### config.mk
export PLATFORM = sky130hd
export DESIGN_NAME = gpio_pud_scanner
export DESIGN_NICKNAME = d
export VERILOG_FILES = /design/src/rtl/gpio_pud_scanner.sv
export SDC_FILE = /design/constraint.sdc
export NUM_CORES = 1
export LEC_CHECK = 0
export ABC_AREA = 1
export CAP_MARGIN = 20
export CORE_MARGIN = 2
export CORE_UTILIZATION = 50
export CTS_CLUSTER_SIZE = 8
export DETAILED_ROUTE_END_ITERATION = 16
export PLACE_DENSITY = 0.79
export SETUP_SLACK_MARGIN = 0.5
export SYNTH_ARGS = -nofsm -noshare
export SYNTH_HDL_FRONTEND = slang
export SYNTH_SLANG_ARGS = --single-unit
### constraint.sdc
create_clock -name clock -period 3.1 [get_ports clock]
set_input_delay 0.465 -clock clock [delete_from_list [all_inputs] [get_ports clock]]
set_output_delay 0.465 -clock clock [all_outputs]
set_load 0.05 [all_outputs]
### src/rtl/gpio_pud_scanner.sv
// Pull-up/pull-down pad self-test sequencer: per masked channel, pull down, pull up, release, sample.
// Latency: serial NUM_IO + k*(2*SETTLE_CYCLES+1) cycles to DONE, parallel 2*SETTLE_CYCLES+1 cycles.
// Backpressure: none; start is only honoured in IDLE, all other start pulses are dropped.
//
// Ports:
//   clock, reset          single rising-edge clock, synchronous active-high reset
//   start                 begin a scan (IDLE only)
//   parallel, chan_mask   scan mode and channel set, latched at start
//   pad_in                raw pad inputs, asynchronous, double-synchronized internally
//   pull_en, pull_up      pad pull controls (registered)
//   busy, done, pass      scan status; pass valid from done until the next start
//   fail_mask             sticky per-channel failures of the current/last scan
//   cur_chan              channel under test (0 in parallel mode)
//   checkpoint            6-bit progress code matching the firmware checkbits
module gpio_pud_scanner #(
   parameter int NUM_IO        = 38,
   parameter int SETTLE_CYCLES = 16
) (
   input  logic                        clock,
   input  logic                        reset,
   input  logic                        start,
   input  logic                        parallel,
   input  logic [NUM_IO-1:0]           chan_mask,
   input  logic [NUM_IO-1:0]           pad_in,
   output logic [NUM_IO-1:0]           pull_en,
   output logic [NUM_IO-1:0]           pull_up,
   output logic                        busy,
   output logic                        done,
   output logic                        pass,
   output logic [NUM_IO-1:0]           fail_mask,
   output logic [$clog2(NUM_IO)-1:0]   cur_chan,
   output logic [5:0]                  checkpoint
);

   localparam int CW  = $clog2(NUM_IO);
   localparam int SCW = $clog2(SETTLE_CYCLES + 1);

   localparam logic [SCW-1:0]    SETTLE_LOAD = SCW'(SETTLE_CYCLES - 1);
   localparam logic [CW-1:0]     LAST_CHAN   = CW'(NUM_IO - 1);
   localparam logic [NUM_IO-1:0] ONE_LSB     = {{(NUM_IO-1){1'b0}}, 1'b1};

   localparam logic [5:0] CP_SCAN = 6'h30;
   localparam logic [5:0] CP_PD   = 6'h31;
   localparam logic [5:0] CP_PU   = 6'h32;
   localparam logic [5:0] CP_REL  = 6'h33;
   localparam logic [5:0] CP_PASS = 6'h34;
   localparam logic [5:0] CP_FAIL = 6'h3F;

   typedef enum logic [2:0] {S_IDLE, S_SCAN, S_PD, S_PU, S_REL, S_DONE} state_t;

   state_t            state, state_nxt;
   logic [NUM_IO-1:0] pad_meta, pad_sync;
   logic [NUM_IO-1:0] mask_q, mask_nxt;
   logic              par_q, par_nxt;
   logic [CW-1:0]     cur_nxt;
   logic [SCW-1:0]    settle_cnt, settle_nxt;
   logic [NUM_IO-1:0] target_nxt;
   logic [NUM_IO-1:0] pull_en_nxt, pull_up_nxt, fail_nxt;
   logic              busy_nxt, done_nxt, pass_nxt;
   logic [5:0]        cp_nxt;
   logic              settle_last;
   logic              start_acc;

   assign settle_last = (settle_cnt == '0);
   assign start_acc   = (state == S_IDLE) && start;

   // State register
   always_ff @(posedge clock) begin
      if (reset) state <= S_IDLE;
      else       state <= state_nxt;
   end

   // Next-state logic
   always_comb begin
      state_nxt = state;
      case (state)
         S_IDLE: if (start) state_nxt = parallel ? S_PD : S_SCAN;
         S_SCAN: begin
            if (mask_q[cur_chan])          state_nxt = S_PD;
            else if (cur_chan == LAST_CHAN) state_nxt = S_DONE;
         end
         S_PD:   if (settle_last) state_nxt = S_PU;
         S_PU:   if (settle_last) state_nxt = S_REL;
         S_REL:  state_nxt = (par_q || cur_chan == LAST_CHAN) ? S_DONE : S_SCAN;
         S_DONE: state_nxt = S_IDLE;
         default: state_nxt = S_IDLE;
      endcase
   end

   // Output logic: next values of every registered output, keyed on the
   // state being entered so pulls and codes change on the first cycle of a phase.
   always_comb begin
      mask_nxt   = mask_q;
      par_nxt    = par_q;
      cur_nxt    = cur_chan;
      fail_nxt   = fail_mask;
      pass_nxt   = pass;
      cp_nxt     = checkpoint;
      settle_nxt = settle_cnt;

      if (start_acc) begin
         mask_nxt = chan_mask;
         par_nxt  = parallel;
         cur_nxt  = '0;
         fail_nxt = '0;
         pass_nxt = 1'b0;
      end

      // Serial stepping: leaving SCAN or REL for another SCAN moves to the next channel.
      if ((state == S_SCAN || state == S_REL) && state_nxt == S_SCAN)
         cur_nxt = cur_chan + CW'(1);

      // pull_en holds exactly the target set while in PD/PU, so it doubles as the sample mask.
      if (state == S_PD && settle_last) fail_nxt = fail_mask | (pull_en & pad_sync);
      if (state == S_PU && settle_last) fail_nxt = fail_mask | (pull_en & ~pad_sync);

      if (state_nxt != state && (state_nxt == S_PD || state_nxt == S_PU))
         settle_nxt = SETTLE_LOAD;
      else if (!settle_last)
         settle_nxt = settle_cnt - SCW'(1);

      target_nxt  = par_nxt ? mask_nxt : (mask_nxt & (ONE_LSB << cur_nxt));
      pull_en_nxt = (state_nxt == S_PD || state_nxt == S_PU) ? target_nxt : '0;
      pull_up_nxt = (state_nxt == S_PU) ? target_nxt : '0;
      busy_nxt    = (state_nxt == S_SCAN) || (state_nxt == S_PD) ||
                    (state_nxt == S_PU)   || (state_nxt == S_REL);
      done_nxt    = (state_nxt == S_DONE);

      case (state_nxt)
         S_SCAN: cp_nxt = CP_SCAN;
         S_PD:   cp_nxt = CP_PD;
         S_PU:   cp_nxt = CP_PU;
         S_REL:  cp_nxt = CP_REL;
         S_DONE: cp_nxt = (fail_nxt == '0) ? CP_PASS : CP_FAIL;
         default: cp_nxt = checkpoint;
      endcase
      if (state_nxt == S_DONE) pass_nxt = (fail_nxt == '0);
   end

   // Datapath and output registers
   always_ff @(posedge clock) begin
      if (reset) begin
         pad_meta   <= '0;
         pad_sync   <= '0;
         mask_q     <= '0;
         par_q      <= 1'b0;
         cur_chan   <= '0;
         settle_cnt <= '0;
         fail_mask  <= '0;
         pass       <= 1'b0;
         checkpoint <= 6'h00;
         pull_en    <= '0;
         pull_up    <= '0;
         busy       <= 1'b0;
         done       <= 1'b0;
      end else begin
         pad_meta   <= pad_in;
         pad_sync   <= pad_meta;
         mask_q     <= mask_nxt;
         par_q      <= par_nxt;
         cur_chan   <= cur_nxt;
         settle_cnt <= settle_nxt;
         fail_mask  <= fail_nxt;
         pass       <= pass_nxt;
         checkpoint <= cp_nxt;
         pull_en    <= pull_en_nxt;
         pull_up    <= pull_up_nxt;
         busy       <= busy_nxt;
         done       <= done_nxt;
      end
   end

endmodule

==> results of run 1 <==
==> worst min-delay path: cells and delay by family <==
family	cells	cell delay [ns]
buffers and inverters	3	0.26
and+or+nand+nor	1	0.10
==> stage by stage <==
stage               std cells  setup slack [ns]
CTS                      1756            0.4886
global placement         1679            0.1871
detailed placement       1679            0.1043
floorplan                1259            0.5688
finish                   1770            0.2767
global route             1770            0.1361
==> synthesized netlist by cell type (all sizes together), types with 2 or more instances <==
cell type,n
a21boi,10
a21oi,20
a22oi,12
a32oi,10
buf,15
clkbuf,46
dfxtp,251
ha,4
inv,190
nand2,230
nand3,42
nand4,21
nor2,261
nor3,8
nor4,2
o211ai,16
o21a,11
o21ai,78
or2,16
xor2,7
==> worst paths after layout <==
kind / start / endpoint / slack, ns / depth (start not counted)
worst min-delay path: reset / settle_cnt[2] / 0.37 / 4
worst max register to register: cur_chan[0] / pull_en[12] / 0.28 / 21
worst min register to register: pad_meta[12] / pad_sync[12] / 0.40 / 2
worst max-delay path: cur_chan[0] / pull_en[12] / 0.28 / 21
==> kinds of logic (layout without fill, tap and decap cells) <==
family / Yosys count / after routing / share of synthesized area
and+or+nand+nor: 582 / 585 / 0.2531
AOI/OAI and AO/OA: 161 / 161 / 0.1068
xor gates and xnor gates: 7 / 7 / 0.006343
adders and majority gates: 4 / 4 / 0.005178
DFF: 251 / 251 / 0.5199
buffers and inverters: 254 / 502 / 0.1087
==> power groups by stage <==
stage          Clock [uW]  Combinational, uW  Sequential, uW
2_1_floorplan           0               1360            3880
3_3_place_gp            0               2210            3680
3_5_place_dp            0               2240            3690
4_1_cts              3540               2620            3640
5_1_grt              3700               3160            3670
6_report             3530               2940            3650
==> what timing repair did <==
action                                  4_1_cts  5_1_grt
hold buffers                                  0        0
pin swaps                                    36       34
endpoints found under the setup margin       80       83
setup buffers                                27       12
endpoints found under the hold margin         0        0
cloned                                        9        2
gates resized for setup                     114       93
==> flip-flops by register name, indices dropped and copies added, names as in the netlist, 3 cells and up <==
register / flops
pull_up: 38
fail_mask: 38
mask_q: 38
settle_cnt: 5
pad_sync: 38
cur_chan: 6
pull_en: 38
pad_meta: 38
state: 3
checkpoint: 5
==> final cells by class <==
type | count | area, um2 | area share
clock buffers | 38 | 950.9 | 0.06675
repair buffers | 269 | 2819 | 0.1979
flip-flops and latches | 251 | 5036 | 0.3535
inverters | 191 | 754.5 | 0.05296
well taps | 260 | 325.3 | 0.02284
multi-input cells | 757 | 4305 | 0.3022
repair inverters | 1 | 7.507 | 0.0005270
clock inverters | 3 | 46.29 | 0.003250
==> routing by layer <==
layer,up-vias,wire length (um),GRT usage
li1,4381,-,-
met1,4362,12230,0.3604
met2,515,15160,0.4810
met3,109,2875,0.07009
met4,0,1526,0.1386
met5,-,0,0
==> results.md, run 1 <==
- # diodes: 0
- Cell variety after synth: 47
- Crit Path Category: flop to flop
- Slew Viols, Final: 0
- P_int: 6670 uW
- Iter 0 DRT Violations: 891
- CP Max Fanout: 6
- Wirelength, routed: 31790 um
- Final Hold Vio Count: 0
- Post-DRT Antenna Nets: 0
- Average wire per standard cell: 17.96 um
- Worst hold path class: input pin to flop
- Slew headroom: 0.4674
- Synth top area share: 0.5199
- Sw frac: 0.3413
- Critical Path Sink Type: flop
- CTS clk-pin slew, worst paths: 0.05 ns
- Slowest cell on the critical path: dfxtp_4
- Commonest non-fill, non-tap cells in the layout: dfxtp_1, nor2_1, clkdlybuf4s50_1
- First-pass GRT wire length: 46090 um
- RD Place Congestion: 0.8870
- P_sw: 3456 uW
- Tcrit/Tclk final: 0.9107
- Worst skew pair latency: 0.52 ns
- Most used cell along the critical path: nand2_2
- GR Overflow Total: 0
- Fmax: 0.3542 GHz
- Gr usage total: 0.2920
- Crit path arrival time: 3.26 ns
- Flop pwr share: 0.360
- Worst Skew: 0.01695 ns
- Buffers on Ports: 208
- Yosys warning count: 0
- Area leader, netlist: dfxtp_1
- FFs w/ async S/R, synth: 0
- Worst EP required: 3.54 ns
- Effective utilization at floorplan: 0.5133
- Commonest non-fill, non-tap cell in the layout: dfxtp_1
- Outcome: completed
- Final core area utilization: 0.7565
- Drt drc: 0
- Min Hold Slack: 0.3676 ns
- Detailed Routing Iterations Pass 1: 5
- Final min period: 2.823 ns
- Register bit total from synthesis: 251
- Combinational Power Share: 0.291
- Total power: 10130 uW
- Num CTS Buffers: 37
- Initial antenna violation count: 0
- Vias in the first global route: 8829
- Most used flip-flop cell after synthesis: dfxtp_1
- Post-synthesis sequential area ratio: 0.5199
- Placed instance area: 0.01191 mm2
- Die height: 143.0 um
- CTS tree: built
- Area contributors post-synth: dfxtp_1, nor2_1, nand2_1
- I/O pin count: 209
- Post-Synthesis Cells: 1259
- Site row count: 50
- Post-DP HPWL: 19470 um
- Net Count, Synth: 1343
- Largest net degree at the start of global routing: 170
- Syn avg cell area: 7.677 um2
- H-tree levels: 2
- Leakage: 0.006246 uW
- Final nets: 1592
- Clock share of power: 0.349
- Crit path buffers/inverters: 3
- MaxCap Viol Count: 0
- Pwr Density: 710.9 mW/mm2
- RSZ-0062 raised after global routing: yes
- Worst-Margin Slew: 0.7988 ns
- Setup TNS: 0 ns
- Layout overhead on the synthesized area: 47.38%
- Number of fill cells: 1252
- Synthesized cell area: 0.009666 mm2
- Crit-path cells: buf_12 -> buf_4 -> nand2_2 -> nand3_1 -> nand3_2 -> nand3_2 -> nand3_2 -> nand3_4 -> nand4_1 -> nand2_2 -> nor2_4 -> buf_12 -> nand2_8 -> nand2_1 -> nand2_2 -> nand2_4 -> nor2_4 -> nand2_2 -> o21ai_2 -> nand2_2 -> nor2_1
- Total number of vias: 9367
- Die W: 143.0 um
- Final setup vio count: 0
- Slowest stage delay, CP: 0.41 ns
- Die Area: 0.02046 mm2
- Core area: 0.01883 mm2
- Clock Tree Buf Depth: 3
- Startpoint types: flop
- Layout cells sized above 1: 0.1921
- Max IR drop VDD: 0.0004939 V
- CTS root buf: clkbuf_16
- Number of synthesized flops with an enable pin: 0
- Vias per Instance: 5.292
- Worst path top cell family by delay: simple AND/OR/NAND/NOR gates
- Clock tree sinks: 251
- Post-route cell area: 0.01424 mm2
No activity file was read; power rests on OpenSTA's default activity.
==> run 2: changes to the inputs <==
PLACE_DENSITY = 0.83   (was 0.79)
==> results.md, run 2 (synthesis results as in run 1) <==
- Outcome: completed
- CTS root buf: clkbuf_16
- Slowest stage delay, CP: 0.39 ns (-0.02 ns)
- RSZ-0062 raised after global routing: yes
- Most used routing layer: met2
- Gr usage total: 0.2886 (-0.003352)
- MaxCap Viol Count: 0 (unchanged)
- Core area: 0.01883 mm2 (unchanged)
- P_sw: 3315 uW (-4.1%)
- Clock share of power: 0.358 (+0.009)
- Most used cell along the critical path: nand3_1
- Average wire per standard cell: 17.88 um (-0.43%)
- Post-DRT Antenna Nets: 0 (unchanged)
- Tcrit/Tclk final: 0.8791 (-0.03160)
- Flop pwr share: 0.363 (+0.003)
- Final min period: 2.725 ns (-0.09796 ns)
- Placed instance area: 0.01194 mm2 (+0.27%)
- Crit Path Category: flop to flop
- Clock Tree Buf Depth: 3 (unchanged)
- I/O pin count: 209 (unchanged)
- Fmax: 0.3669 GHz (+3.6%)
- Crit path arrival time: 3.16 ns (-0.10 ns)
- P_int: 6734 uW (+0.97%)
- CTS tree: built
- Clock tree sinks: 251 (unchanged)
- Leakage: 0.006140 uW (-1.7%)
- Die W: 143.0 um (unchanged)
- Num CTS Buffers: 37 (unchanged)
- Vias in the first global route: 8745 (-0.95%)
- Detailed Routing Iterations Pass 1: 7 (+2)
- Post-DP HPWL: 19510 um (+0.19%)
- Final setup vio count: 0 (unchanged)
- Pwr Density: 719.9 mW/mm2 (+1.3%)
- Worst EP required: 3.54 ns (about the same)
- H-tree levels: 2 (unchanged)
- Slowest cell on the critical path: dfxtp_4
- Crit path buffers/inverters: 1 (-2)
- Buffers on Ports: 208 (unchanged)
- Critical Path Sink Type: flop
- Worst path top cell family by delay: simple AND/OR/NAND/NOR gates
- Post-route cell area: 0.01396 mm2 (-2.0%)
- CP Max Fanout: 6 (unchanged)
- Final Hold Vio Count: 0 (unchanged)
- Iter 0 DRT Violations: 735 (-18%)
- Die height: 143.0 um (unchanged)
- Final nets: 1585 (-0.44%)
- Drt drc: 0 (unchanged)
- CTS clk-pin slew, worst paths: 0.05 ns (about the same)
- Largest net degree at the start of global routing: 169 (-0.59%)
- Effective utilization at floorplan: 0.5133 (unchanged)
- Worst skew pair latency: 0.51 ns (about the same)
- Met3 Usage GRT: 0.06271 (-0.007378)
- Total number of vias: 9194 (-1.8%)
- Startpoint types: flop
- Combinational Power Share: 0.279 (-0.012)
- GR Layer Usage met1: 0.3519 (-0.008506)
- Number of fill cells: 1287 (+2.8%)
- RD Place Congestion: 0.8978 (+1.2%)
- Die Area: 0.02046 mm2 (unchanged)
- Vias per Instance: 5.212 (-1.5%)
- # diodes: 0 (unchanged)
- Site row count: 50 (unchanged)
- Setup TNS: 0 ns (unchanged)
- GR Overflow Total: 0 (unchanged)
- Cts-stage hold buffer count: 0 (unchanged)
- Worst Skew: 0.01469 ns (-0.002264 ns)
- Layout cells sized above 1: 0.1576 (-0.03447)
- Wirelength, routed: 31540 um (-0.77%)
- GR Util met2: 0.4830 (+0.002015)
- First-pass GRT wire length: 45390 um (-1.5%)
- Sw frac: 0.3299 (-0.01142)
- Layout overhead on the synthesized area: 44.43%
- Commonest non-fill, non-tap cells in the layout: nor2_1, dfxtp_1, clkdlybuf4s50_1
- Initial antenna violation count: 1 (+1)
- Slew headroom: 0.4553 (-0.01218)
- Crit-path cells: clkinvlp_4 -> o211ai_1 -> nand3_1 -> nand3_1 -> nand3_1 -> nand3_2 -> nand3_1 -> nand2_2 -> nand2_4 -> nor2_8 -> nand3b_1 -> nand2_2 -> nand2_1 -> nor2_1 -> nand2_1 -> o21ai_1 -> nand2_1 -> nor2_1
- Slew Viols, Final: 0 (unchanged)
- Max IR drop VDD: 0.0004342 V (-12%)
- Worst-Margin Slew: 0.8171 ns (+0.01827 ns)
- Worst hold path class: input pin to flop
[run 2: worst paths after layout]
check	cells after the start	slack [ns]	start	end
setup reg to reg	18	0.37	cur_chan[1]	pull_up[15]
setup / recovery	18	0.37	cur_chan[1]	pull_up[15]
hold reg to reg	2	0.40	pad_meta[36]	pad_sync[36]
hold / removal	2	0.21	reset	state[1]
[run 2: final cells by class]
class	count	area, um2	share of cell area
Inverter	191	738.2	0.05288
Clock inverter	3	68.82	0.004930
Multi-Input combinational cell	755	4030	0.2887
Sequential cell	251	5039	0.3609
Timing Repair Buffer	264	2796	0.2003
Tap cell	260	325.3	0.02330
Clock buffer	39	954.7	0.06839
Timing Repair inverter	1	7.507	0.0005378
[run 2: what timing repair did]
| action | CTS | global route |
|---|---|---|
| gates resized for setup | 88 | 50 |
| setup buffers | 13 | 18 |
| endpoints found under the setup margin | 80 | 80 |
| cloned | 7 | 4 |
| pin swaps | 24 | 25 |
[run 2: routing by layer]
metal / up-vias / wire (um) / share of wire
li1: 4375 / - / -
met1: 4251 / 12370 / 0.39
met2: 469 / 15240 / 0.48
met3: 97 / 2689 / 0.085
met4: 2 / 1230 / 0.039
met5: - / 12 / 0.00038
[run 2: metrics by stage]
step,cells,total power [uW],setup slack [ns],hold slack (ns),util
floorplan,1259,5247,0.5688,0.3883,-
global placement,1680,5906,0.2004,0.3890,0.6341
detailed placement,1680,5954,0.1759,0.3957,0.6341
CTS,1742,9802,0.4866,0.1903,0.7193
global route,1764,10450,0.2003,0.2112,0.7413
finish,1764,10050,0.3747,0.2068,0.7413
[run 2: power by group through the flow]
stage	registers [uW]	logic (uW)	clock network, uW
4_1_cts	3640	2560	3600
3_5_place_dp	3690	2260	0
6_report	3650	2810	3600
3_3_place_gp	3680	2220	0
2_1_floorplan	3880	1360	0
5_1_grt	3660	3040	3750
